<file path="src/rtl/potion_pkg.sv">
// Shared definitions for the potion game flow: state codes and menu colour.
package potion_pkg;

  typedef enum logic [3:0] {
    ST_IDLE   = 4'd0,
    ST_LOAD   = 4'd1,
    ST_INIT   = 4'd2,
    ST_PLAY   = 4'd3,
    ST_RESULT = 4'd4
  } state_e;

  localparam logic [15:0] MENU_COLOUR = 16'h0000;

  // Largest of three cycle budgets; sizes the shared phase counter.
  function automatic int unsigned max3(input int unsigned a,
                                       input int unsigned b,
                                       input int unsigned c);
    int unsigned m;
    m = a;
    if (b > m) m = b;
    if (c > m) m = c;
    return m;
  endfunction

endpackage

</file>
<file path="src/rtl/potion_flow_ctrl.sv">
// Top-level flow controller for the potion game: sequences the
// IDLE -> LOAD -> INIT -> PLAY -> RESULT rounds, selects the OLED pixel
// source, counts completed rounds and flags INIT timeouts.
module potion_flow_ctrl
  import potion_pkg::*;
#(
  parameter int unsigned LOAD_CYCLES   = 200,
  parameter int unsigned INIT_TIMEOUT  = 1000,
  parameter int unsigned RESULT_CYCLES = 300
) (
  input  logic        clk,
  input  logic        rst_n,
  input  logic        btnC,
  input  logic        done_initialize,
  input  logic        potion_ended,
  input  logic [15:0] oled_potion,
  input  logic [15:0] oled_loading,
  output logic [3:0]  state,
  output logic [15:0] oled_data,
  output logic [7:0]  games_played,
  output logic        init_fail
);

  localparam int unsigned MAX_P = max3(LOAD_CYCLES, INIT_TIMEOUT, RESULT_CYCLES);
  localparam int unsigned CNT_W = $clog2(MAX_P) + 1;

  localparam logic [CNT_W-1:0] LOAD_LAST   = CNT_W'(LOAD_CYCLES - 1);
  localparam logic [CNT_W-1:0] INIT_LAST   = CNT_W'(INIT_TIMEOUT - 1);
  localparam logic [CNT_W-1:0] RESULT_LAST = CNT_W'(RESULT_CYCLES - 1);

  state_e           state_q, state_d;
  logic [CNT_W-1:0] cnt_q, cnt_d;
  logic [7:0]       games_q, games_d;
  logic             init_fail_q, init_fail_d;

  // State, phase counter, round count and timeout flag registers.
  always_ff @(posedge clk or negedge rst_n) begin
    if (!rst_n) begin
      state_q     <= ST_IDLE;
      cnt_q       <= '0;
      games_q     <= '0;
      init_fail_q <= 1'b0;
    end else begin
      state_q     <= state_d;
      cnt_q       <= cnt_d;
      games_q     <= games_d;
      init_fail_q <= init_fail_d;
    end
  end

  // Next-state logic; the counter restarts from zero on every state change.
  always_comb begin
    state_d     = state_q;
    games_d     = games_q;
    init_fail_d = init_fail_q;
    case (state_q)
      ST_IDLE: begin
        if (btnC) begin
          state_d     = ST_LOAD;
          init_fail_d = 1'b0;
        end
      end
      ST_LOAD: begin
        if (cnt_q == LOAD_LAST) state_d = ST_LOAD == ST_LOAD ? ST_INIT : ST_INIT;
      end
      ST_INIT: begin
        // Completion takes priority over a coincident timeout.
        if (done_initialize) begin
          state_d = ST_PLAY;
        end else if (cnt_q == INIT_LAST) begin
          state_d     = ST_IDLE;
          init_fail_d = 1'b1;
        end
      end
      ST_PLAY: begin
        if (potion_ended) begin
          state_d = ST_RESULT;
          if (games_q != '1) games_d = games_q + 8'd1;
        end
      end
      ST_RESULT: begin
        if (btnC || (cnt_q == RESULT_LAST)) state_d = ST_IDLE;
      end
      default: begin
        state_d = ST_IDLE;
      end
    endcase
    cnt_d = (state_d != state_q) ? '0 : cnt_q + CNT_W'(1);
  end

  // Pixel source selection driven by the registered state.
  always_comb begin
    oled_data = MENU_COLOUR;
    case (state_q)
      ST_IDLE:            oled_data = MENU_COLOUR;
      ST_LOAD, ST_INIT:   oled_data = oled_loading;
      ST_PLAY, ST_RESULT: oled_data = oled_potion;
      default:            oled_data = MENU_COLOUR;
    endcase
  end

  assign state        = state_q;
  assign games_played = games_q;
  assign init_fail    = init_fail_q;

endmodule

</file>
<file path="config.mk">
export PLATFORM = sky130hd
export DESIGN_NAME = potion_flow_ctrl
export DESIGN_NICKNAME = d
export VERILOG_FILES = /design/src/rtl/potion_pkg.sv /design/src/rtl/potion_flow_ctrl.sv
export SDC_FILE = /design/constraint.sdc
export NUM_CORES = 1
export LEC_CHECK = 0
export ABC_CLOCK_PERIOD_IN_PS = 2100
export BUFFER_PORTS_ARGS = -buffer_cell sky130_fd_sc_hd__buf_2
export CORE_ASPECT_RATIO = 1.2
export CORE_MARGIN = 3
export CORE_UTILIZATION = 48
export DETAILED_ROUTE_END_ITERATION = 10
export GPL_ROUTABILITY_DRIVEN = 0
export PLACE_DENSITY = 0.8
export SYNTH_ARGS = -nofsm -noshare
export SYNTH_HDL_FRONTEND = slang
export SYNTH_SLANG_ARGS = --single-unit
export TNS_END_PERCENT = 20
</file>
<file path="constraint.sdc">
create_clock -name clk -period 2.1 [get_ports clk]
set_input_delay 0.21 -clock clk [delete_from_list [all_inputs] [get_ports clk]]
set_output_delay 0.21 -clock clk [all_outputs]
set_load 0.02 [all_outputs]
</file>
* After elaboration in Yosys (flattened, before gate mapping) *
Index checks and enable logic that the tools add are counted.

storage, ports and cells
  register bits after elaboration = 24
  input port bits = 37
  output and inout port bits = 29
  logic and storage cells = 38

cells by class
  $add $sub $neg = 2
  equality and inequality tests = 12
  multiplexer cells = 13
  reductions and logical operators = 7

operators with widths
  cell                                             number
  case mux 16 bit (2 select lines)                 1
  two-way mux 4 bit                                6
  case mux 4 bit (5 select lines)                  1
  adder 11 x 1 -> 11 bit, second input constant    1
  == test 11 x 10 -> 1 bit, second input constant  1
  == test 11 x 8 -> 1 bit, second input constant   1
  == test 11 x 9 -> 1 bit, second input constant   1
  two-way mux 11 bit                               1
  adder 8 x 1 -> 8 bit, second input constant      1
  == test 4 x 2 -> 1 bit, second input constant    2
  != test 8 bit, second input constant             1
  != test 2 bit, second input constant             3
  == test 4 x 1 -> 1 bit, second input constant    1
  == test 4 x 3 -> 1 bit, second input constant    1
  logical NOT 4 bit                                1
  != test 4 bit                                    1
  AND reduction 4 bit                              1
  OR reduction 2 bit                               2
  two-way mux 1 bit                                3
  AND reduction 3 bit                              1
  case mux 1 bit (2 select lines)                  1
  nonzero test 2 bit                               1
  logical OR 1 bit                                 1

* Depth between registers and ports, before layout *
  depth after elaboration = 6
  gate-level depth with buffers = 6

* Least setup slack after synthesis *
No wires, ideal clock.

  path type = reg-to-output
  start = register state_q[2], in the netlist state[2]
  end = output oled_data[12]
  arrival time = 1.908 ns
  data required time = 1.890 ns
  path slack = -0.018 ns
  stages on the path, launching flop included = 7
  buffers on the path = 3
  cells stage by stage = dfrtp_1 buf_2 or3b_1 buf_6 o21bai_2 clkbuf_1 a22o_1

between the ends
  cells in the longest elaborated chain, start to end = 3

ends and longest elaborated chain
  element                                               line                    source
  start, declared                                       potion_flow_ctrl.sv:31  state_e state_q, state_d;
  start signal, assigned                                potion_flow_ctrl.sv:44  state_q <= state_d;
  == test 4 x 3 -> 1 bit, or another cell as far along  potion_flow_ctrl.sv:94  case (state_q)
  OR reduction 2 bit                                    potion_flow_ctrl.sv:94
  case mux 16 bit (2 select lines) (*)                  potion_flow_ctrl.sv:94
  end, declared                                         potion_flow_ctrl.sv:19  output logic [15:0] oled_data,

Every way passes the cells marked *; elsewhere a longest branch is shown, timed or not.

* Worst setup path in the final report *
  start = register state_q[3], in the netlist state[3]
  end = output oled_data[9]

The elaborated chain is that of the path after synthesis.

==> results.md <==
- Number of remaining DRC errors: 0
- Detailed-route vias per instance: 5.72
- Largest net degree at the start of global routing: 25
- Number of instances in the synthesized netlist: 160
- Data arrival time at the worst-slack endpoint: 1800 ps
- Post-detailed-route wirelength per cell: 14.7 um
- DRT Pass-1 Iters: 4
- Placed Cells incl. Taps: 263
- Max-cap check violation count: 0
- R2R setup slack: 190 ps
- Part of the Yosys area used for sequential elements: 38.4%
- Most frequently used cell type in the post-synthesis netlist: dfrtp_1
- Antenna diodes: 0
- Post-route non-filler standard cell count: 272
- Proportion of synthesized flip-flops having asynchronous set or reset: 100%
- First-pass GRT wire length: 6400 um
- Overflow after GRT: 0
- Count of input and output buffers: 65
- Antenna viol nets, final: 0
- Setup-violating endpoint count in the final report: 0
- Most frequently used flop master after synthesis: dfrtp_1
- Worst-path maximum fanout: 16
- Net count after synthesis: 199
- Slew HR: 63.2%
- Antenna violations before repair: 0
- Final hold viol count: 0
- I/O pins: 66
- Clock net sink count: 24
- Number of unique standard cell types used by synthesis: 44
- Synthesis-stage register bit count: 24
- CTS tree: built
- Power per standard cell area: 475 mW/mm2
- Half-perimeter wire length after placement: 3100 um
- Clock root cell: clkbuf_4
- Yosys top cell by area: dfrtp_1
- Overall die width: 58.1 um
- Starting density of the core: 50.8%
- Share of cells above drive strength 1: 41.5%
- DRT iter0 DRCs: 95
- Final TNS setup: 0 ps
- Cell row count: 22
- Maximum frequency from static timing analysis: 0.497 GHz
- VDD IR max: 0.000380 V
- Height of the die: 68.6 um
- Gr usage total: 20.3%
- Average size of a mapped cell: 9.78 um2
- Aggregate routed wire length: 4000 um
- Number of warning messages in the yosys log: 0
- Setup repair after global routing missed its margin: yes
- Die Area: 0.00399 mm2
- Final worst hold slack: 178 ps
- Minimum setup slack in the final design: 89.0 ps
- Area growth syn-to-layout: 34.5%
- Setup clock skew after layout: 2.82 ps
- Clock edge transition at the registers on the reported setup and hold paths: 130 ps
- H-Tree Depth: 1
- Number of global-route vias before repair: 1,461
- Via count of the routed design: 1,555
- Class of the tightest hold or removal check: in -> reg
- Cell Area, Synth: 0.00157 mm2
- Critical Path End Type: primary output
- Status: finished clean
- Final period demand of the worst path: 2010 ps
- Number of buffers on the longest clock path: 2
- Latest clock arrival within the worst-skew pair: 310 ps
- Number of clock buffers inserted by TritonCTS: 3
- Required time of the critical path: 1890 ps
- Most frequent cells after synthesis: dfrtp_1, a22o_1, nand3_1
- Placeable core region: 0.00308 mm2
- Portion of the clock cycle consumed by the worst path in the final layout: 95.8%
- Post-placement setup slack: 96.2 ps
- Post-synth top area share: 38.4%
- Number of flops mapped to enable cells by yosys: 0
- Slew at the pin closest to its max-slew limit: 552 ps
- Startpoint type of the worst setup path: flop
- Pleak: 0.00104 uW
- Final net count: 276
- Crit Path Category: reg -> out
- Cell types occupying the most area after synthesis: dfrtp_1, a22o_1, nand3_1
- Utilization after layout: 68.3%
- Final Max Tran Viols: 0
-- worst paths after layout --
path,end,start,cells after the start
setup / recovery,oled_data[9],state[3],6
hold / removal,state[2],btnC,3
setup reg to reg,cnt_q[9],cnt_q[0],6
hold reg to reg,games_played[7],games_played[7],1
max in group asynchronous,state[1],rst_n,2
min in group asynchronous,state[3],rst_n,2
-- where the power goes --
group          internal, uW  total, uW  switching (uW)  leakage (uW)
Clock                   193        333             140     0.0000279
Sequential              471        483            12.5      0.000328
Combinational          83.0        185             102      0.000689
-- placed cells by master, fill, tap and decap left out, types with 2 or more instances in the layout --
cell / synthesis / final
a21oi_1: 2 / 2
a22o_1: 16 / 16
and3_1: 2 / 2
and4b_1: 2 / 2
buf_2: 2 / 65
buf_4: 1 / 11
buf_6: 1 / 2
clkbuf_4: 0 / 3
dfrtp_1: 24 / 23
ha_1: 2 / 2
inv_1: 5 / 5
mux2_2: 2 / 2
nand2_1: 10 / 10
nand2b_1: 2 / 2
nand3_1: 16 / 16
nand3b_1: 2 / 2
nand4_1: 4 / 4
nor2_1: 7 / 7
nor3_1: 15 / 15
nor3b_1: 2 / 2
nor4_1: 2 / 2
xnor2_1: 8 / 8
xor2_1: 8 / 8
-- routing by layer --
metal	GRT usage (%)	part of all wire, %
met1	22.8	39
met2	39.4	51
met3	3.72	8.7
met4	4.93	1.3
met5	0	0
-- kinds of logic after synthesis --
family	Yosys count	share of synthesized area, %
AO/OA/AOI/OAI	29	17.6
flip-flops	24	38.4
AND/OR/NAND/NOR	74	28.1
XOR/XNOR	16	8.95
buffers and inverters	12	3.76
adder cells (fa/ha/maj)	2	1.60
multiplexers	2	1.44
other	1	0.240
-- stage by stage --
| step | total power (uW) | area [um2] |
|---|---|---|
| 2_1_floorplan | 581 | 1570 |
| 6_report | 1000 | 2110 |
| 3_5_place_dp | 670 | 1960 |
| 3_3_place_gp | 666 | 1960 |
| 4_1_cts | 1000 | 2050 |
| 5_1_grt | 1050 | 2110 |
-- sequential cells by signal (all words and copies together), names as in the netlist --
signal,flops
cnt_q,11
games_played,8
init_fail,1
state,4
-- worst max-delay path: stages (launching register included) --
cell and delay [ps]:
dfrtp_1 420, buf_4 170, nor4b_4 260, o21bai_2 160, buf_6 170, a22o_1 150, buf_2 160
-- cell type report --
| cell class | count | area (um2) |
|---|---|---|
| Timing Repair Buffer | 79 | 440 |
| Tap cell | 36 | 45.0 |
| Inverter | 5 | 18.8 |
| Clock inverter | 1 | 30.0 |
| Fill cell | 277 | 977 |
| Sequential cell | 24 | 602 |
| Clock buffer | 3 | 22.5 |
| Multi-Input combinational cell | 124 | 947 |
-- repair_timing --
action	CTS	global route
hold endpoints to repair	24	0
resized for setup	3	6
setup endpoints to repair	16	25
hold buffers	1	0
buffers inserted	2	2
Power figures use the tool's default switching activity.
